`src/rtl/mips_pkg.sv`:
```
// Shared constants and types for the MIPS pipeline stages.
// Holds the widths, NOP encoding, PC increment and the fetch FSM state type.
package mips_pkg;

    localparam int PC_W    = 32;
    localparam int INSTR_W = 32;
    localparam int PC_INC  = 4;

    localparam logic [INSTR_W-1:0] NOP_INSTR = 32'h0000_0000;

    typedef enum logic {
        BOOT = 1'b0,
        RUN  = 1'b1
    } if_state_t;

endpackage

```
`src/rtl/ifid_reg.sv`:
```
// IF/ID pipeline register with load, hold and clear controls.
// Clear wins over load; clear drops valid and the instruction but keeps pc4.
module ifid_reg
    import mips_pkg::*;
#(
    parameter int PC_W    = mips_pkg::PC_W,
    parameter int INSTR_W = mips_pkg::INSTR_W
) (
    input  logic               clk,
    input  logic               rst,
    input  logic               load,
    input  logic               clear,
    input  logic [INSTR_W-1:0] instr_d,
    input  logic [PC_W-1:0]    pc4_d,
    output logic [INSTR_W-1:0] instr,
    output logic [PC_W-1:0]    pc4,
    output logic               valid
);

    always_ff @(posedge clk or posedge rst) begin
        if (rst) begin
            instr <= INSTR_W'(NOP_INSTR);
            pc4   <= '0;
            valid <= 1'b0;
        end else if (clear) begin
            instr <= INSTR_W'(NOP_INSTR);
            valid <= 1'b0;
        end else if (load) begin
            instr <= instr_d;
            pc4   <= pc4_d;
            valid <= 1'b1;
        end
    end

endmodule

```
`src/rtl/if_stage.sv`:
```
// Instruction-fetch stage: program counter, boot/run FSM, IF/ID loading.
// Redirect beats flush beats stall; a fetch completes only when imem_ready is high.
module if_stage
    import mips_pkg::*;
#(
    parameter int PC_W    = mips_pkg::PC_W,
    parameter int INSTR_W = mips_pkg::INSTR_W
) (
    input  logic               clk,
    input  logic               rst,
    input  logic [PC_W-1:0]    start_pc,
    input  logic               stall,
    input  logic               flush,
    input  logic               redirect,
    input  logic [PC_W-1:0]    redirect_pc,
    output logic [PC_W-1:0]    imem_addr,
    input  logic [INSTR_W-1:0] imem_rdata,
    input  logic               imem_ready,
    output logic [PC_W-1:0]    pc,
    output logic [INSTR_W-1:0] ifid_instr,
    output logic [PC_W-1:0]    ifid_pc4,
    output logic               ifid_valid,
    output logic [31:0]        fetch_cnt,
    output logic [31:0]        bubble_cnt,
    output if_state_t          fsm_state
);

    // Memory handshake: imem_addr is presented every cycle; the word on
    // imem_rdata is consumed on an edge only when imem_ready is high in that
    // cycle and the stage is neither stalled, flushed nor redirected.

    if_state_t       state, state_next;
    logic [PC_W-1:0] pc_next;
    logic [PC_W-1:0] pc_plus4;
    logic            ifid_load;
    logic            ifid_clear;
    logic            fetch_inc;
    logic            bubble_inc;

    assign pc_plus4  = pc + PC_W'(PC_INC);
    assign imem_addr = pc;
    assign fsm_state = state;

    always_ff @(posedge clk or posedge rst) begin
        if (rst) state <= BOOT;
        else     state <= state_next;
    end

    always_comb begin
        state_next = state;
        case (state)
            BOOT:    state_next = RUN;
            RUN:     state_next = RUN;
            default: state_next = BOOT;
        endcase
    end

    always_comb begin
        pc_next    = pc;
        ifid_load  = 1'b0;
        ifid_clear = 1'b0;
        fetch_inc  = 1'b0;
        bubble_inc = 1'b0;
        case (state)
            BOOT: begin
                pc_next = {start_pc[PC_W-1:2], 2'b00};
            end
            RUN: begin
                if (redirect) begin
                    pc_next    = {redirect_pc[PC_W-1:2], 2'b00};
                    ifid_clear = 1'b1;
                    bubble_inc = 1'b1;
                end else if (flush) begin
                    // The fetched word is discarded but the PC still advances.
                    if (!stall && imem_ready) pc_next = pc_plus4;
                    ifid_clear = 1'b1;
                    bubble_inc = 1'b1;
                end else if (stall) begin
                    pc_next = pc;
                end else if (imem_ready) begin
                    pc_next   = pc_plus4;
                    ifid_load = 1'b1;
                    fetch_inc = 1'b1;
                end else begin
                    ifid_clear = 1'b1;
                    bubble_inc = 1'b1;
                end
            end
            default: pc_next = pc;
        endcase
    end

    always_ff @(posedge clk or posedge rst) begin
        if (rst) begin
            pc         <= '0;
            fetch_cnt  <= '0;
            bubble_cnt <= '0;
        end else begin
            pc <= pc_next;
            if (fetch_inc)  fetch_cnt  <= fetch_cnt + 32'd1;
            if (bubble_inc) bubble_cnt <= bubble_cnt + 32'd1;
        end
    end

    ifid_reg #(
        .PC_W    (PC_W),
        .INSTR_W (INSTR_W)
    ) u_ifid (
        .clk     (clk),
        .rst     (rst),
        .load    (ifid_load),
        .clear   (ifid_clear),
        .instr_d (imem_rdata),
        .pc4_d   (pc_plus4),
        .instr   (ifid_instr),
        .pc4     (ifid_pc4),
        .valid   (ifid_valid)
    );

endmodule
```
`config.mk`:
```
export PLATFORM = sky130hd
export DESIGN_NAME = if_stage
export DESIGN_NICKNAME = d
export VERILOG_FILES = /design/src/rtl/mips_pkg.sv /design/src/rtl/ifid_reg.sv /design/src/rtl/if_stage.sv
export SDC_FILE = /design/constraint.sdc
export NUM_CORES = 1
export LEC_CHECK = 0
export CORE_MARGIN = 10
export CORE_UTILIZATION = 49
export CTS_BUF_LIST = sky130_fd_sc_hd__clkbuf_4 sky130_fd_sc_hd__clkbuf_8
export CTS_CLUSTER_SIZE = 28
export DETAILED_ROUTE_END_ITERATION = 10
export PLACE_DENSITY_LB_ADDON = 0.1
export SETUP_SLACK_MARGIN = 0.2
export SLEW_MARGIN = 5
export SYNTH_ARGS = -nofsm -noshare
export SYNTH_HDL_FRONTEND = slang
export SYNTH_SLANG_ARGS = --single-unit
```
`constraint.sdc`:
```
create_clock -name clk -period 10.4 [get_ports clk]
set_clock_uncertainty 0.15 [all_clocks]
set_input_delay 3.12 -clock clk [delete_from_list [all_inputs] [get_ports clk]]
set_output_delay 3.12 -clock clk [all_outputs]
set_load 0.03 [all_outputs]
```
==> flow_metrics.env <==
export IMPL_status="finished, final reports clean"
export IMPL_yosysWarningCount=0
export IMPL_ys_ff_latch=158
export IMPL_clock_fmax_ghz=0.179
export IMPL_finalCritPeriodShare_pct=53.8
export IMPL_synth_cell_types=56
export IMPL_synth_top_area_share_pct=50.8
export IMPL_dp_hpwl_microns=17900
export IMPL_dieHeight_microns=146
export IMPL_cts_resized_gates=0
export IMPL_hold_buffers=0
export IMPL_synth_cells=767
export IMPL_die_w_microns=146
export IMPL_setup_viol_count_final=0
export IMPL_grt_util_met3_pct=7.51
export IMPL_top_usage_layer="met2"
export IMPL_relSlewSlack_pct=34.0
export IMPL_num_antenna_cells=0
export IMPL_synth_top_area_cell="dfrtp_1"
export IMPL_cp_end_kind="flop"
export IMPL_grt_overflow=0
export IMPL_syn_area_sq_um=7790
export IMPL_power_per_cell_area_nw_per_um2=156
export IMPL_syn_avg_cell_area_sq_um=10.2
export IMPL_initial_core_util_pct=49.6
export IMPL_ioPinCount=296
export IMPL_required_ps=10600
export IMPL_clk_pin_slew_ps=80
export IMPL_clock_tree_root_cell="clkbuf_8"
export IMPL_drt_iter0_markers=441
export IMPL_hold_path_class="flop to flop"
export IMPL_clk_path_buf_depth=2
export IMPL_finalWeightedCongestion=0.872
export IMPL_die_area_sq_um=21300
export IMPL_cts_tree="done"
export IMPL_p_leak_nw=4.50
export IMPL_worstRegToRegCells=5
export IMPL_worstMarginPinSlew_ps=989
export IMPL_portBuffers=285
export IMPL_fill_cells=1250
export IMPL_layout_drive_gt1_share_pct=5.96
export IMPL_seq_area_frac_synth_pct=50.8
export IMPL_whs_path_depth=1
export IMPL_crit_arrival_ps=5790
export IMPL_yosysMostFrequentCell="dfrtp_1"
export IMPL_maxSlewViolCount=0
export IMPL_grt_pass1_vias=6894
export IMPL_cap_violations=0
export IMPL_dr_pass1_iters=5
export IMPL_synth_edf_count=0
export IMPL_clk_latency_ps=470
export IMPL_critPathMaxFanout=67
export IMPL_cts_sinks=158
export IMPL_drt_wl_total_microns=24100
export IMPL_num_vias=6640
export IMPL_synth_top_cells_by_area="dfrtp_1 (51%), xnor2_1 (7.0%), xor2_1 (4.9%), a22o_1 (3.6%), buf_4 (3.5%)"
export IMPL_async_flop_share_pct=100
export IMPL_grt_setup_unrepaired="no"
export IMPL_vdd_drop_max_v=0.0000895
export IMPL_viasPerCell=5.35
export IMPL_grt_pass1_wl_microns=38300
export IMPL_synthToLayoutAreaGrowth_pct=41.1
export IMPL_grt_usage_pct=22.4
export IMPL_fin_crit_ps=5590
export IMPL_critical_path_class="primary input to flop"
export IMPL_grt_max_degree=90
export IMPL_place_ws_ps=4320
export IMPL_ys_top_cells_by_count="dfrtp_1 (158), nor2_1 (71), xnor2_1 (62)"
export IMPL_hold_viol=0
export IMPL_layout_nets=1116
export IMPL_routedWlPerCell_microns=19.4
export IMPL_coreArea_sq_um=15700
export IMPL_cts_buffers=17
export IMPL_antenna_found_initial=0
export IMPL_met2_usage_pct=38.4
export IMPL_fp_row_count=46
export IMPL_use_met1_pct=25.6
export IMPL_fin_ws_ps=4810
export IMPL_drc=0
export IMPL_ant_nets=0
export IMPL_ys_dominant_reg_cell="dfrtp_1"
export IMPL_cts_setup_buffers=0
export IMPL_fin_setup_tns_ps=0
export IMPL_htree_levels=4
export IMPL_cp_start_kind="primary input"
-- logic make-up (layout without fill, tap and decap cells) --
| logic type | Yosys count | after routing | synth area share (%) |
|---|---|---|---|
| AOI/OAI and AO/OA | 146 | 146 | 12.3 |
| xor gates and xnor gates | 106 | 106 | 11.9 |
| adders and majority gates | 3 | 3 | 0.482 |
| buffers and inverters | 84 | 336 | 5.85 |
| DFF | 158 | 158 | 50.8 |
| muxes | 5 | 5 | 0.691 |
| other | 2 | 7 | 0.0964 |
| and+or+nand+nor | 263 | 263 | 17.9 |
-- cell type report --
cell class | count | area [sq um] | share of cell area, %
Sequential cell | 158 | 3950 | 36.0
Multi-Input combinational cell | 530 | 3410 | 31.0
Clock inverter | 14 | 159 | 1.45
Tap cell | 216 | 270 | 2.46
Inverter | 14 | 57.6 | 0.524
Clock buffer | 18 | 248 | 2.25
Timing Repair Buffer | 290 | 2890 | 26.3
-- critical path, stage by stage --
cell,delay (ps)
clkdlybuf4s50_1,390
buf_4,230
nand4bb_4,320
nor2_4,630
buf_4,680
mux2_2,400
-- layout by cell type (no fill, tap or decap), drive strengths merged, types with 2 or more instances in the layout --
cell | synthesis | final
bufinv | 0 | 2
o21ai | 31 | 31
nor4 | 14 | 14
nand3b | 2 | 2
or3 | 3 | 3
conb | 2 | 7
mux2 | 3 | 3
or2 | 5 | 5
a22oi | 17 | 17
a31o | 2 | 2
xor2 | 44 | 44
o211ai | 2 | 2
inv | 14 | 18
and2 | 3 | 3
a31oi | 2 | 2
clkinv | 0 | 6
nor3 | 17 | 17
xnor2 | 62 | 62
nand3 | 41 | 41
nand2b | 5 | 5
nor2 | 71 | 71
mux2i | 2 | 2
nor2b | 3 | 3
a21o | 2 | 2
clkbuf | 24 | 18
and4 | 5 | 5
a22o | 32 | 32
clkinvlp | 0 | 2
and3 | 11 | 11
a21oi | 48 | 48
nand2 | 56 | 56
or4 | 2 | 2
buf | 46 | 5
clkdlybuf4s50 | 0 | 285
nand4 | 22 | 22
ha | 3 | 3
dfrtp | 158 | 158
-- per-layer routing --
metal	routed length [microns]	share of wire [%]
met2	12100	50
met3	1760	7.3
met5	0	0
met1	9580	40
met4	638	2.6
-- power breakdown --
part	switching (mW)	leakage [nW]	internal (mW)
Sequential	0.0688	2.02	0.675
Clock	0.245	0.201	0.224
Combinational	0.289	2.27	0.215
Total	0.603	4.50	1.11
-- path summary, 6_finish.rpt --
kind / from / to / slack (ps)
hold / removal: fetch_cnt[31]$_DFFE_PP0P_ / fetch_cnt[31]$_DFFE_PP0P_ / 320
setup reg to reg: fsm_state$_DFF_PP0_ / fetch_cnt[1]$_DFFE_PP0P_ / 7500
max in group asynchronous: rst / imem_addr[12]$_DFFE_PP0P_ / 5710
setup / recovery: redirect / fetch_cnt[1]$_DFFE_PP0P_ / 4810
hold reg to reg: fetch_cnt[31]$_DFFE_PP0P_ / fetch_cnt[31]$_DFFE_PP0P_ / 320
min in group asynchronous: rst / fetch_cnt[31]$_DFFE_PP0P_ / 3030
-- metrics by stage --
step	power (mW)	util, %	std cells	instance area, sq um	hold slack, ps
6_report	1.72	69.9	1240	11000	321
5_1_grt	1.79	69.9	1240	11000	357
4_1_cts	1.73	69.9	1240	11000	327
3_5_place_dp	1.26	67.3	1208	10600	309
3_3_place_gp	1.26	67.3	1208	10600	307
2_1_floorplan	1.04	-	772	7810	499
-- state kept, by name (all words and copies together) (netlist names) --
signal / count
u_ifid.instr: 32
u_ifid.valid: 1
u_ifid.pc4: 30
fsm_state: 1
imem_addr: 30
fetch_cnt: 32
bubble_cnt: 32
Power figures use the tool's default switching activity.
